## src/rtl/logic_chain_pkg.sv

```systemverilog
// logic_chain_pkg
//   Shared definitions for the pipelined logic-chain datapath:
//   - WIN          : depth of the node window carried between stages
//   - chain_op_e   : boolean operator applied at a recurrence node
//   - node_op      : operator for node k (k mod 3 -> AND / XOR / OR)
//   - num_stages   : number of recurrence groups (pipeline stages)
//   - group_first  : first node index of a group
//   - group_count  : node count of a group (the last group may be short)
package logic_chain_pkg;

  // The newest five nodes cover both the k-4 recurrence tap and the
  // n_{L-4} term used by y4.
  localparam int WIN = 5;

  typedef enum logic [1:0] {
    OP_AND = 2'd0,
    OP_XOR = 2'd1,
    OP_OR  = 2'd2
  } chain_op_e;

  function automatic chain_op_e node_op(input int k);
    case (k % 3)
      1:       return OP_AND;
      2:       return OP_XOR;
      default: return OP_OR;
    endcase
  endfunction

  // Nodes 10..L split into groups of nodes_per_stage, rounded up.
  function automatic int num_stages(input int chain_len, input int nodes_per_stage);
    return (chain_len - 9 + nodes_per_stage - 1) / nodes_per_stage;
  endfunction

  function automatic int group_first(input int nodes_per_stage, input int s);
    return 10 + s * nodes_per_stage;
  endfunction

  function automatic int group_count(input int chain_len, input int nodes_per_stage,
                                     input int s);
    int rem;
    rem = chain_len - group_first(nodes_per_stage, s) + 1;
    return (rem < nodes_per_stage) ? rem : nodes_per_stage;
  endfunction

endpackage

```

## src/rtl/logic_chain_stage.sv

```systemverilog
// logic_chain_stage
//   Purely combinational slice of the node recurrence. Takes the window of
//   the five newest nodes (index 0 oldest, index WIN-1 newest) and extends
//   the chain by NODE_COUNT nodes starting at index FIRST_NODE, returning
//   the five newest nodes afterwards.
//   Ports:
//     prev_win  in   WIN x W  window ending at node FIRST_NODE-1
//     next_win  out  WIN x W  window ending at node FIRST_NODE+NODE_COUNT-1
module logic_chain_stage
  import logic_chain_pkg::*;
#(
  parameter int W          = 1,
  parameter int FIRST_NODE = 10,
  parameter int NODE_COUNT = 7
) (
  input  logic [WIN-1:0][W-1:0] prev_win,
  output logic [WIN-1:0][W-1:0] next_win
);

  // node[m] for m < WIN mirrors the incoming window; node[WIN+m] is
  // chain node FIRST_NODE+m. Tap k-1 sits one slot back, tap k-4 four back.
  logic [W-1:0] node [WIN+NODE_COUNT];

  always_comb begin
    for (int m = 0; m < WIN; m++) begin
      node[m] = prev_win[m];
    end
    for (int m = 0; m < NODE_COUNT; m++) begin
      case (node_op(FIRST_NODE + m))
        OP_AND:  node[WIN+m] = node[WIN+m-1] & node[WIN+m-4];
        OP_XOR:  node[WIN+m] = node[WIN+m-1] ^ node[WIN+m-4];
        default: node[WIN+m] = node[WIN+m-1] | node[WIN+m-4];
      endcase
    end
    for (int m = 0; m < WIN; m++) begin
      next_win[m] = node[NODE_COUNT+m];
    end
  end

endmodule

```

## src/rtl/logic_chain_pipe.sv

```systemverilog
// logic_chain_pipe
//   Pipelined W-lane logic-chain evaluator with valid/ready handshake.
//   Nodes n1..n9 and the first recurrence group are computed from the
//   operands; each later group sits behind its own window register. A final
//   register holds y1..y5. Every register advances together on
//   en = ~out_valid | out_ready, so bubbles are carried, not collapsed.
//   Ports:
//     clk, rst_n          clock (rising) / asynchronous active-low reset
//     flush               synchronous clear of all valid bits
//     in_valid, in_ready  input handshake (in_ready = en)
//     a..j                W-bit operand vectors
//     out_valid, out_ready output handshake
//     y1..y5              W-bit results, held while stalled
module logic_chain_pipe
  import logic_chain_pkg::*;
#(
  parameter int W               = 1,
  parameter int CHAIN_LEN       = 30,
  parameter int NODES_PER_STAGE = 7
) (
  input  logic         clk,
  input  logic         rst_n,
  input  logic         flush,
  input  logic         in_valid,
  output logic         in_ready,
  input  logic [W-1:0] a,
  input  logic [W-1:0] b,
  input  logic [W-1:0] c,
  input  logic [W-1:0] d,
  input  logic [W-1:0] e,
  input  logic [W-1:0] f,
  input  logic [W-1:0] g,
  input  logic [W-1:0] h,
  input  logic [W-1:0] i,
  input  logic [W-1:0] j,
  output logic         out_valid,
  input  logic         out_ready,
  output logic [W-1:0] y1,
  output logic [W-1:0] y2,
  output logic [W-1:0] y3,
  output logic [W-1:0] y4,
  output logic [W-1:0] y5
);

  localparam int NS = num_stages(CHAIN_LEN, NODES_PER_STAGE);

  logic en;
  assign en       = ~out_valid | out_ready;
  assign in_ready = en;

  // Fixed front of the chain, straight from the operands.
  logic [W-1:0] n1, n2, n3, n4, n5, n6, n7, n8, n9;
  assign n1 = a & b;
  assign n2 = ~(c | d);
  assign n3 = e ^ f;
  assign n4 = g & h;
  assign n5 = ~(i | j);
  assign n6 = n1 | n2;
  assign n7 = n3 & n4;
  assign n8 = n5 ^ n6;
  assign n9 = n7 | n8;

  logic [WIN-1:0][W-1:0] head_win;
  assign head_win = {n9, n8, n7, n6, n5};

  logic [WIN-1:0][W-1:0] stage_next [NS];
  logic [WIN-1:0][W-1:0] win_p      [NS];
  logic [NS-1:0]         vld_p;

  for (genvar s = 0; s < NS; s++) begin : g_stage
    logic [WIN-1:0][W-1:0] prev_w;
    if (s == 0) begin : g_head
      assign prev_w = head_win;
    end else begin : g_body
      assign prev_w = win_p[s-1];
    end
    logic_chain_stage #(
      .W          (W),
      .FIRST_NODE (group_first(NODES_PER_STAGE, s)),
      .NODE_COUNT (group_count(CHAIN_LEN, NODES_PER_STAGE, s))
    ) u_stage (
      .prev_win (prev_w),
      .next_win (stage_next[s])
    );
  end

  // Output formula on the last window: [4]=n_L .. [0]=n_{L-4}.
  logic [WIN-1:0][W-1:0] tail_win;
  logic [W-1:0]          y1_next, y2_next, y3_next, y4_next, y5_next;
  assign tail_win = win_p[NS-1];
  assign y1_next  = tail_win[4] ^ tail_win[1];
  assign y2_next  = tail_win[2] | tail_win[3];
  assign y3_next  = tail_win[4] & tail_win[1];
  assign y4_next  = tail_win[2] ^ tail_win[0];
  assign y5_next  = tail_win[3] | tail_win[1];

  // ---- stage registers p0..p(NS-1) and output register: valid bits ----
  // flush wins over both an accept and a held output.
  always_ff @(posedge clk or negedge rst_n) begin
    if (!rst_n) begin
      vld_p     <= '0;
      out_valid <= 1'b0;
    end else if (flush) begin
      vld_p     <= '0;
      out_valid <= 1'b0;
    end else if (en) begin
      vld_p[0] <= in_valid;
      for (int s = 1; s < NS; s++) begin
        vld_p[s] <= vld_p[s-1];
      end
      out_valid <= vld_p[NS-1];
    end
  end

  // ---- stage registers p0..p(NS-1) and output register: data ----
  // Data moves on en regardless of validity; invalid slots carry stale data.
  always_ff @(posedge clk or negedge rst_n) begin
    if (!rst_n) begin
      for (int s = 0; s < NS; s++) begin
        win_p[s] <= '0;
      end
      y1 <= '0;
      y2 <= '0;
      y3 <= '0;
      y4 <= '0;
      y5 <= '0;
    end else if (en) begin
      for (int s = 0; s < NS; s++) begin
        win_p[s] <= stage_next[s];
      end
      y1 <= y1_next;
      y2 <= y2_next;
      y3 <= y3_next;
      y4 <= y4_next;
      y5 <= y5_next;
    end
  end

endmodule

```

## config.mk

```make
export PLATFORM = sky130hd
export DESIGN_NAME = logic_chain_pipe
export DESIGN_NICKNAME = d
export VERILOG_FILES = /design/src/rtl/logic_chain_pkg.sv /design/src/rtl/logic_chain_stage.sv /design/src/rtl/logic_chain_pipe.sv
export SDC_FILE = /design/constraint.sdc
export NUM_CORES = 1
export LEC_CHECK = 0
export ABC_AREA = 0
export BUFFER_PORTS_ARGS = -buffer_cell sky130_fd_sc_hd__buf_4
export CAP_MARGIN = 0
export CORE_MARGIN = 2
export CORE_UTILIZATION = 45
export DETAILED_ROUTE_END_ITERATION = 10
export PLACE_DENSITY = 0.72
export REMOVE_ABC_BUFFERS = 1
export SKIP_CTS_REPAIR_TIMING = 1
export SLEW_MARGIN = 0
export SYNTH_ARGS = -nofsm -noshare
export SYNTH_HDL_FRONTEND = slang
export SYNTH_SLANG_ARGS = --single-unit
```

## constraint.sdc

```tcl
create_clock -name clk -period 1.5 [get_ports clk]
set_clock_uncertainty 0.15 [all_clocks]
set_input_delay 0.075 -clock clk [delete_from_list [all_inputs] [get_ports clk]]
set_output_delay 0.075 -clock clk [all_outputs]
set_load 0.03 [all_outputs]
```

# After elaboration in Yosys (flattened, before gate mapping)
# Index checks and enable logic that the tools add are counted.
# totals
word_cells,64
rom_bits,0
mem_count,0
register_bits,22
latch_bits,0
mem_bits_rw,0
# classes
bitwise_logic,39
div_mod_pow,0
add_sub_neg,0
reduce_logical,1
shift,0
mul,0
magnitude_cmp,0
muxes,4
eq_ne,0
# op_table
operator,count
1-bit OR,14
1-bit bitwise AND,11
1-bit XOR,11
3-bit 2-to-1 mux,2
1-bit inverter,3
1-bit 2-to-1 mux,2
2-bit nonzero test,1

# Logic depth before layout (Yosys ltp)
# Gate-level depths: netlist of run 1.
# depth
word_depth,12
depth_mapped,7
depth_no_buf,5

# By module
# A second synthesis of run 1 with hierarchy kept.
# hier_totals
hier_cells,148
hier_area_um2,1302.5
# by_module_without_submodules
mod,area_each_um2,n_inst,seq_area_each_um2,cells_per_inst
logic_chain_pipe,1028.5,1,600.6,109
logic_chain_stage (g_stage[1].u_stage),103.8,1,0.0,15
logic_chain_stage (g_stage[2].u_stage),87.6,1,0.0,12
logic_chain_stage (g_stage[0].u_stage),82.6,1,0.0,12

# Least setup slack after synthesis of run 1
# No wires, ideal clock.
# synth_path
kind,reg-to-reg
startpoint,register out_valid
endpoint,register y5
setup_slack_ps,-52
arrival_ps,1282
period_less_slack_ps,1552
stages_incl_launch_ff,8
n_path_buf,3
cell_sequence,dfrtp_1 nor2b_4 buf_6 inv_2 buf_6 buf_4 o21ai_0 nand2_1
# synth_via
elab_chain_cells,2
# synth_rtl
element,line_no,source
"start, declared",logic_chain_pipe.sv:36,"output logic out_valid,"
"start signal, assigned",logic_chain_pipe.sv:111,out_valid <= vld_p[NS-1];
1-bit inverter,logic_chain_pipe.sv:48,assign en = ~out_valid | out_ready;
1-bit OR,logic_chain_pipe.sv:48,
named net in_ready,logic_chain_pipe.sv:25,"output logic in_ready,"
"end signal, assigned",logic_chain_pipe.sv:135,y5 <= y5_next;
"end, declared",logic_chain_pipe.sv:42,output logic [W-1:0] y5
# The timed path passes the listed nets, and every way through them passes these cells.
# A chain may end at the register's enable or synchronous reset.

# Worst setup path after layout of run 1
# layout_path
startpoint,input port out_ready
endpoint,output port in_ready
# layout_via
elab_chain_cells,1
# layout_rtl
element,line_no,source
"start, declared",logic_chain_pipe.sv:37,"input logic out_ready,"
1-bit OR,logic_chain_pipe.sv:48,
"end, declared",logic_chain_pipe.sv:25,
# Every way passes these cells.

==> out/results.tsv, run 1 <==
stage	metric	value	unit
drt	via_per_inst	5.13	
floorplan	core_region_area	0.00241	sq mm
clocking	clockBufferDepth	2	
placement	portBuffers	21	
power_and_ir_drop	switchingPower	637	uW
flow_run	maxCapViolations	0	
sta	finalSetupViolations	0	
floorplan	die_x	53.9	um
worst_hold_path	hold_class	input port to asynchronous set/reset pin	
clocking	root_buffer	clkbuf_4	
placement	routabilityCongestion	0.767	
setup_path	crit_path_end_kind	output pin	
drt	num_vias	919	
sta	rsz0062_at_grt	no	
placement	place_hpwl	1.53	mm
clocking	cts_max_level	1	
sta	slew_violations	0	
final_layout	layout.nets	166	
sta	finalHoldViolations	0	
final_layout	fin_area	0.00143	sq mm
floorplan	initial_core_util	46.4	%
power_and_ir_drop	combPwrFrac	30.2	%
power_and_ir_drop	swShare	33.2	%
status	status	finished clean	
power_and_ir_drop	power_density	1340	mW/mm^2
sta	relSlewSlack	82.4	%
clocking	path_clk_slew	130	ps
sta	finalCritPeriodShare	96.7	%
clocking	cts_tree	built	
synth	ys_types	34	
floorplan	io_pins	22	
drt	drc	0	
clocking	numCtsBuffers	3	
sta	setup_slack	50.1	ps
placement	pre_cts_ws	158	ps
synth	ys_warn_count	0	
final_layout	n_fill_cell	203	
synth	seq_area_frac_synth	49.2	%
power_and_ir_drop	power	1.92	mW
synth	synth_seq_cells	22	
setup_path	crit_fanout	20	
setup_path	startpoint_type	input port	
sta	max_freq	690	MHz
sta	fin_crit	1450	ps
setup_path	crit_type	input port to output pin	
global_route	grt_pass1_wl	3.48	mm
global_route	grt_pass1_vias	808	
power_and_ir_drop	p_seq_share	46.0	%
drt	drt_iter0_markers	10	
setup_path	required	1270	ps
floorplan	die_h	53.9	um
final_layout	final_common_cell	nand2_1	
drt	antenna_left	0	
power_and_ir_drop	power.share.clock	23.7	%
global_route	grt_util_all_layers	16.6	%
clocking	clk_latency	310	ps
final_layout	drive_gt1_share	27.5	%
power_and_ir_drop	ir_drop	0.872	mV
power_and_ir_drop	p_int	1.28	mW
synth	syn_inst	118	
drt	drt_pass1_iterations	4	
floorplan	fp-row-count	18	
final_layout	area.growth.synth_to_final	28.0	%
drt	wl	2.13	mm
drt	wl_per_cell	11.9	um
setup_path	crit_arrival	1220	ps
clocking	clock-sinks	22	
synth	synth.avg_cell_area	9.48	sq um
final_layout	most-common-layout-cells	30 x nand2_1, 27 x buf_4, 22 x dfrtp_1, 11 x o21ai_0, 9 x a21oi_1	
placement	post_dp_cell_area	0.00128	sq mm
global_route	antenna_found_initial	0	
sta	worstMarginPinSlew	262	ps
synth	synth_area	0.00112	sq mm
final_layout	num_antenna_cells	0	
global_route	overflow	0	
global_route	grt_max_degree	23	
floorplan	die-area	0.00290	sq mm
power_and_ir_drop	p_leak	0.625	nW
## final cells by class
cell class	instances	area, sq um	area share, %
repair buffers	33	263	18.4
clock inverters	1	30.0	2.10
clock buffers	3	22.5	1.57
multi-input cells	88	515	36.0
well taps	30	37.5	2.62
inverters	2	12.5	0.874
flip-flops and latches	22	551	38.5
## critical path: stages
cell and delay [ps]:
dlygate4sd3_1 540, buf_4 140, nor2b_4 180, inv_6 100
buf_4 180
## metal layers
metal	vias up	track usage, %	share of wire [%]	routed length [um]
li1	464	-	-	-
met1	428	19.7	44	934
met2	25	27.6	51	1080
met3	2	3.89	4.1	88
met4	0	8.97	0.85	18
met5	-	0	0	0
## worst paths after layout
check | start | to | slack [ps] | depth (start not counted)
max | out_ready | in_ready | 50 | 5
min | rst_n | tail_win[4]$_DFFE_PN0P_ | 10 | 2
max reg2reg | out_valid$_DFFE_PN0P_ | tail_win[4]$_DFFE_PN0P_ | 70 | 5
min reg2reg | y3$_DFFE_PN0P_ | y3$_DFFE_PN0P_ | 350 | 2
max in group asynchronous | rst_n | g_stage[1].prev_w[2]$_DFFE_PN0P_ | 960 | 2
min in group clk | h | g_stage[1].prev_w[4]$_DFFE_PN0P_ | 10 | 3
## through the flow
step | hold slack [ps] | TNS, ps | instances | util (%)
after floorplan | -371 | -2440 | 112 | -
after global placement | -175 | 0 | 165 | 53.3
after detailed placement | -173 | 0 | 165 | 53.3
after CTS | -521 | -66.9 | 169 | 55.5
after global routing | 10.2 | 0 | 179 | 59.4
final | 11.7 | 0 | 179 | 59.4
## cells in the mapped netlist (all sizes together)
master | number | area [sq um]
xor2 | 4 | 35.0
nor3b | 1 | 7.51
a311oi | 2 | 17.5
a21oi | 9 | 45.0
nand2 | 30 | 113
nor3 | 1 | 5.00
buf | 6 | 45.0
inv | 2 | 7.50
mux2 | 2 | 22.5
xnor2 | 1 | 8.76
maj3 | 1 | 11.3
ha | 1 | 12.5
nor2b | 2 | 20.0
dfrtp | 22 | 551
and3 | 1 | 11.3
a211oi | 1 | 7.51
nand3 | 2 | 15.0
and4 | 1 | 8.76
o2bb2ai | 1 | 27.5
o21ai | 13 | 65.1
nor4 | 1 | 12.5
a21o | 1 | 7.51
nand2b | 1 | 6.26
a31oi | 1 | 6.26
nor2 | 9 | 36.3
o31ai | 1 | 7.51
o22ai | 1 | 6.26
## sequential cells by signal (all words and copies together) (netlist names)
register / cells
out_valid: 1
tail_win: 5
y5: 1
y1: 1
y4: 1
y2: 1
vld_p: 3
g_stage.prev_w: 8
y3: 1
## logic make-up (layout without fill, tap and decap cells)
group | Yosys count | after routing | share of synthesized area [%]
compound gates | 30 | 30 | 17.0
xor+xnor | 5 | 5 | 3.91
fa+ha+maj | 2 | 2 | 2.13
buf+inv | 8 | 39 | 4.70
flops | 22 | 22 | 49.2
mux | 2 | 2 | 2.01
simple gates | 49 | 49 | 21.0
## power by group through the flow
stage               clock (mW)  sequential [mW]  combinational (mW)
finish                   0.455            0.883               0.579
global route             0.504            0.910               0.648
CTS                      0.468            0.885               0.574
detailed placement           0            0.898               0.572
global placement             0            0.892               0.554
floorplan                    0            0.994               0.239
(Power assumes the default switching activity.)
==> run 2: changes to the inputs <==
Settings changed: CORE_MARGIN 2 to 1, SKIP_LAST_GASP set to 1.
==> out/results.tsv, run 2 (synthesis gave the netlist of run 1 again) <==
stage	metric	value	unit	change
status	status	finished, violations left		
status	violations	negative setup slack		
drt	drt_pass1_iterations	4		unchanged
setup_path	slowest_delay	560	ps	+20 ps
final_layout	largest_reg_flops	8		unchanged
drt	top_layer	met4		
setup_path	required	1270	ps	about the same
sta	fin_crit	1510	ps	+58.6 ps
drt	antenna_left	0		unchanged
setup_path	critPathSlowestCell	dlygate4sd3_1		
clocking	cts_tree	built		
floorplan	initial_core_util	49.1	%	+2.7 points
global_route	grt_pass1_vias	771		-4.6%
final_layout	fin_area	0.00142	sq mm	-0.87%
sta	slew_violations	0		unchanged
placement	routabilityCongestion	0.778		+1.4%
setup_path	startpoint	out_ready		
setup_path	crit_path_end_kind	output pin		
worst_hold_path	hp-start	h		
worst_hold_path	hold_class	input port to flip-flop		
global_route	grt_pass1_wl	3.26	mm	-6.2%
clocking	numCtsBuffers	3		unchanged
final_layout	area.growth.synth_to_final	26.8	%	
placement	place_hpwl	1.44	mm	-6.3%
floorplan	die_h	51.9	um	-3.7%
global_route	overflow	0		unchanged
floorplan	fp-row-count	17		-1
sta	finalCritPeriodShare	101	%	+3.9 points
setup_path	startpoint_type	input port		
power_and_ir_drop	power_density	1340	mW/mm^2	-0.11%
floorplan	core_region_area	0.00228	sq mm	-5.6%
drt	met1_length	967	um	+3.5%
global_route	grt_util_all_layers	16.6	%	about the same
power_and_ir_drop	ir_drop	0.777	mV	-11%
drt	met3_length	59	um	-33%
drt	route.met2.wl	1.06	mm	-2.3%
clocking	clk_latency	310	ps	about the same
clocking	clock-sinks	22		unchanged
final_layout	most-common-layout-cells	30 x nand2_1, 26 x buf_4, 22 x dfrtp_1, 11 x o21ai_0, 9 x a21oi_1		
sta	max_freq	663	MHz	-3.9%
setup_path	path_delay_family	buffers and inverters		
final_layout	n_fill_cell	187		-7.9%
final_layout	num_antenna_cells	0		unchanged
final_layout	final_common_cell	nand2_1		
setup_path	crit_fanout	15		-25%
drt	num_vias	934		+1.6%
sta	finalHoldViolations	0		unchanged
sta	setup_slack	-8.46	ps	-58.6 ps
global_route	antenna_found_initial	0		unchanged
sta	fin_hold_ws	21.4	ps	+9.74 ps
setup_path	path_cells	dlygate4sd3_1, buf_4, nor2b_4, inv_4, buf_4		
global_route	grt_max_degree	23		unchanged
sta	relSlewSlack	79.6	%	-2.8 points
final_layout	layout.nets	165		-0.60%
placement	portBuffers	21		unchanged
final_layout	drive_gt1_share	27.0	%	-0.49 points
floorplan	die-area	0.00269	sq mm	-7.3%
sta	finalSetupViolations	1		+1
power_and_ir_drop	p_leak	0.617	nW	-1.3%
clocking	cts_max_level	1		unchanged
setup_path	crit_arrival	1280	ps	+60 ps
clocking	path_clk_slew	120	ps	about the same
drt	via_per_inst	5.31		+3.4%
flow_run	maxCapViolations	0		unchanged
floorplan	die_x	51.9	um	-3.7%
drt	wl	2.11	mm	-0.61%
setup_path	cp.buffers_inverters	4		unchanged
clocking	root_buffer	clkbuf_4		
drt	wl_per_cell	12.0	um	+1.1%
setup_path	r2r_start	out_valid$_DFFE_PN0P_		
sta	worstMarginPinSlew	304	ps	+42.0 ps
placement	post_dp_cell_area	0.00129	sq mm	+0.39%
setup_path	crit_type	input port to output pin		
drt	drt_iter0_markers	11		+1
clocking	clockBufferDepth	2		unchanged
floorplan	io_pins	22		unchanged
drt	drc	0		unchanged
setup_path	cp_common_cell	buf_4		
==> run 2: changes by cell type in the layout (fill, tap and decap cells not counted) <==
| cell | previous run | this run |
|---|---|---|
| buf_4 | 27 | 26 |
| inv_4 | 0 | 1 |
| inv_6 | 1 | 0 |
==> run 2: per-stage QoR <==
stage	cells	utilization (%)	setup WS, ps	total power [mW]	TNS [ps]
CTS	168	58.9	-102	1.90	-102
global route	176	62.3	-18.0	2.02	-18.0
detailed placement	164	56.6	84.1	1.45	0
floorplan	112	-	-316	1.23	-2440
global placement	164	56.6	142	1.43	0
finish	176	62.3	-8.46	1.90	-8.46
==> run 2: path summary, 6_finish.rpt <==
check                                                    to  depth (start not counted)  slack (ps)
max                                                in_ready                          5          -8
min                        g_stage[1].prev_w[4]$_DFFE_PN0P_                          3          20
max reg2reg                g_stage[1].prev_w[3]$_DFFE_PN0P_                          4          80
min reg2reg                                  y1$_DFFE_PN0P_                          2         340
max in group asynchronous                    y2$_DFFE_PN0P_                          2         950
min in group asynchronous                    y5$_DFFE_PN0P_                          2          30
==> run 2: power by group <==
part	total [mW]	leakage, nW	internal, mW	switching (mW)
registers	0.876	0.261	0.745	0.131
logic	0.567	0.328	0.263	0.304
clock network	0.455	0.0279	0.270	0.186
==> run 2: worst min-delay path: cells and delay by family <==
kind                   cells  cell delay (ps)
AO/OA/AOI/OAI              1               90
buffers and inverters      1               80
AND/OR/NAND/NOR            1              190
==> run 2: metal layers <==
layer  vias up  global-route usage, %
li1        464                      -
met3         2                   2.63
met4         0                   6.76
met5         -                      0
met1       448                   21.2
met2        20                   27.8
==> run 2: final cells by class <==
| type | instances | area, sq um | share of cell area (%) |
|---|---|---|---|
| Multi-Input combinational cell | 88 | 515 | 36.3 |
| Inverter | 2 | 10.0 | 0.705 |
| Tap cell | 28 | 35.0 | 2.47 |
| Sequential cell | 22 | 551 | 38.8 |
| Clock inverter | 1 | 30.0 | 2.12 |
| Timing Repair Buffer | 32 | 255 | 18.0 |
| Clock buffer | 3 | 22.5 | 1.59 |
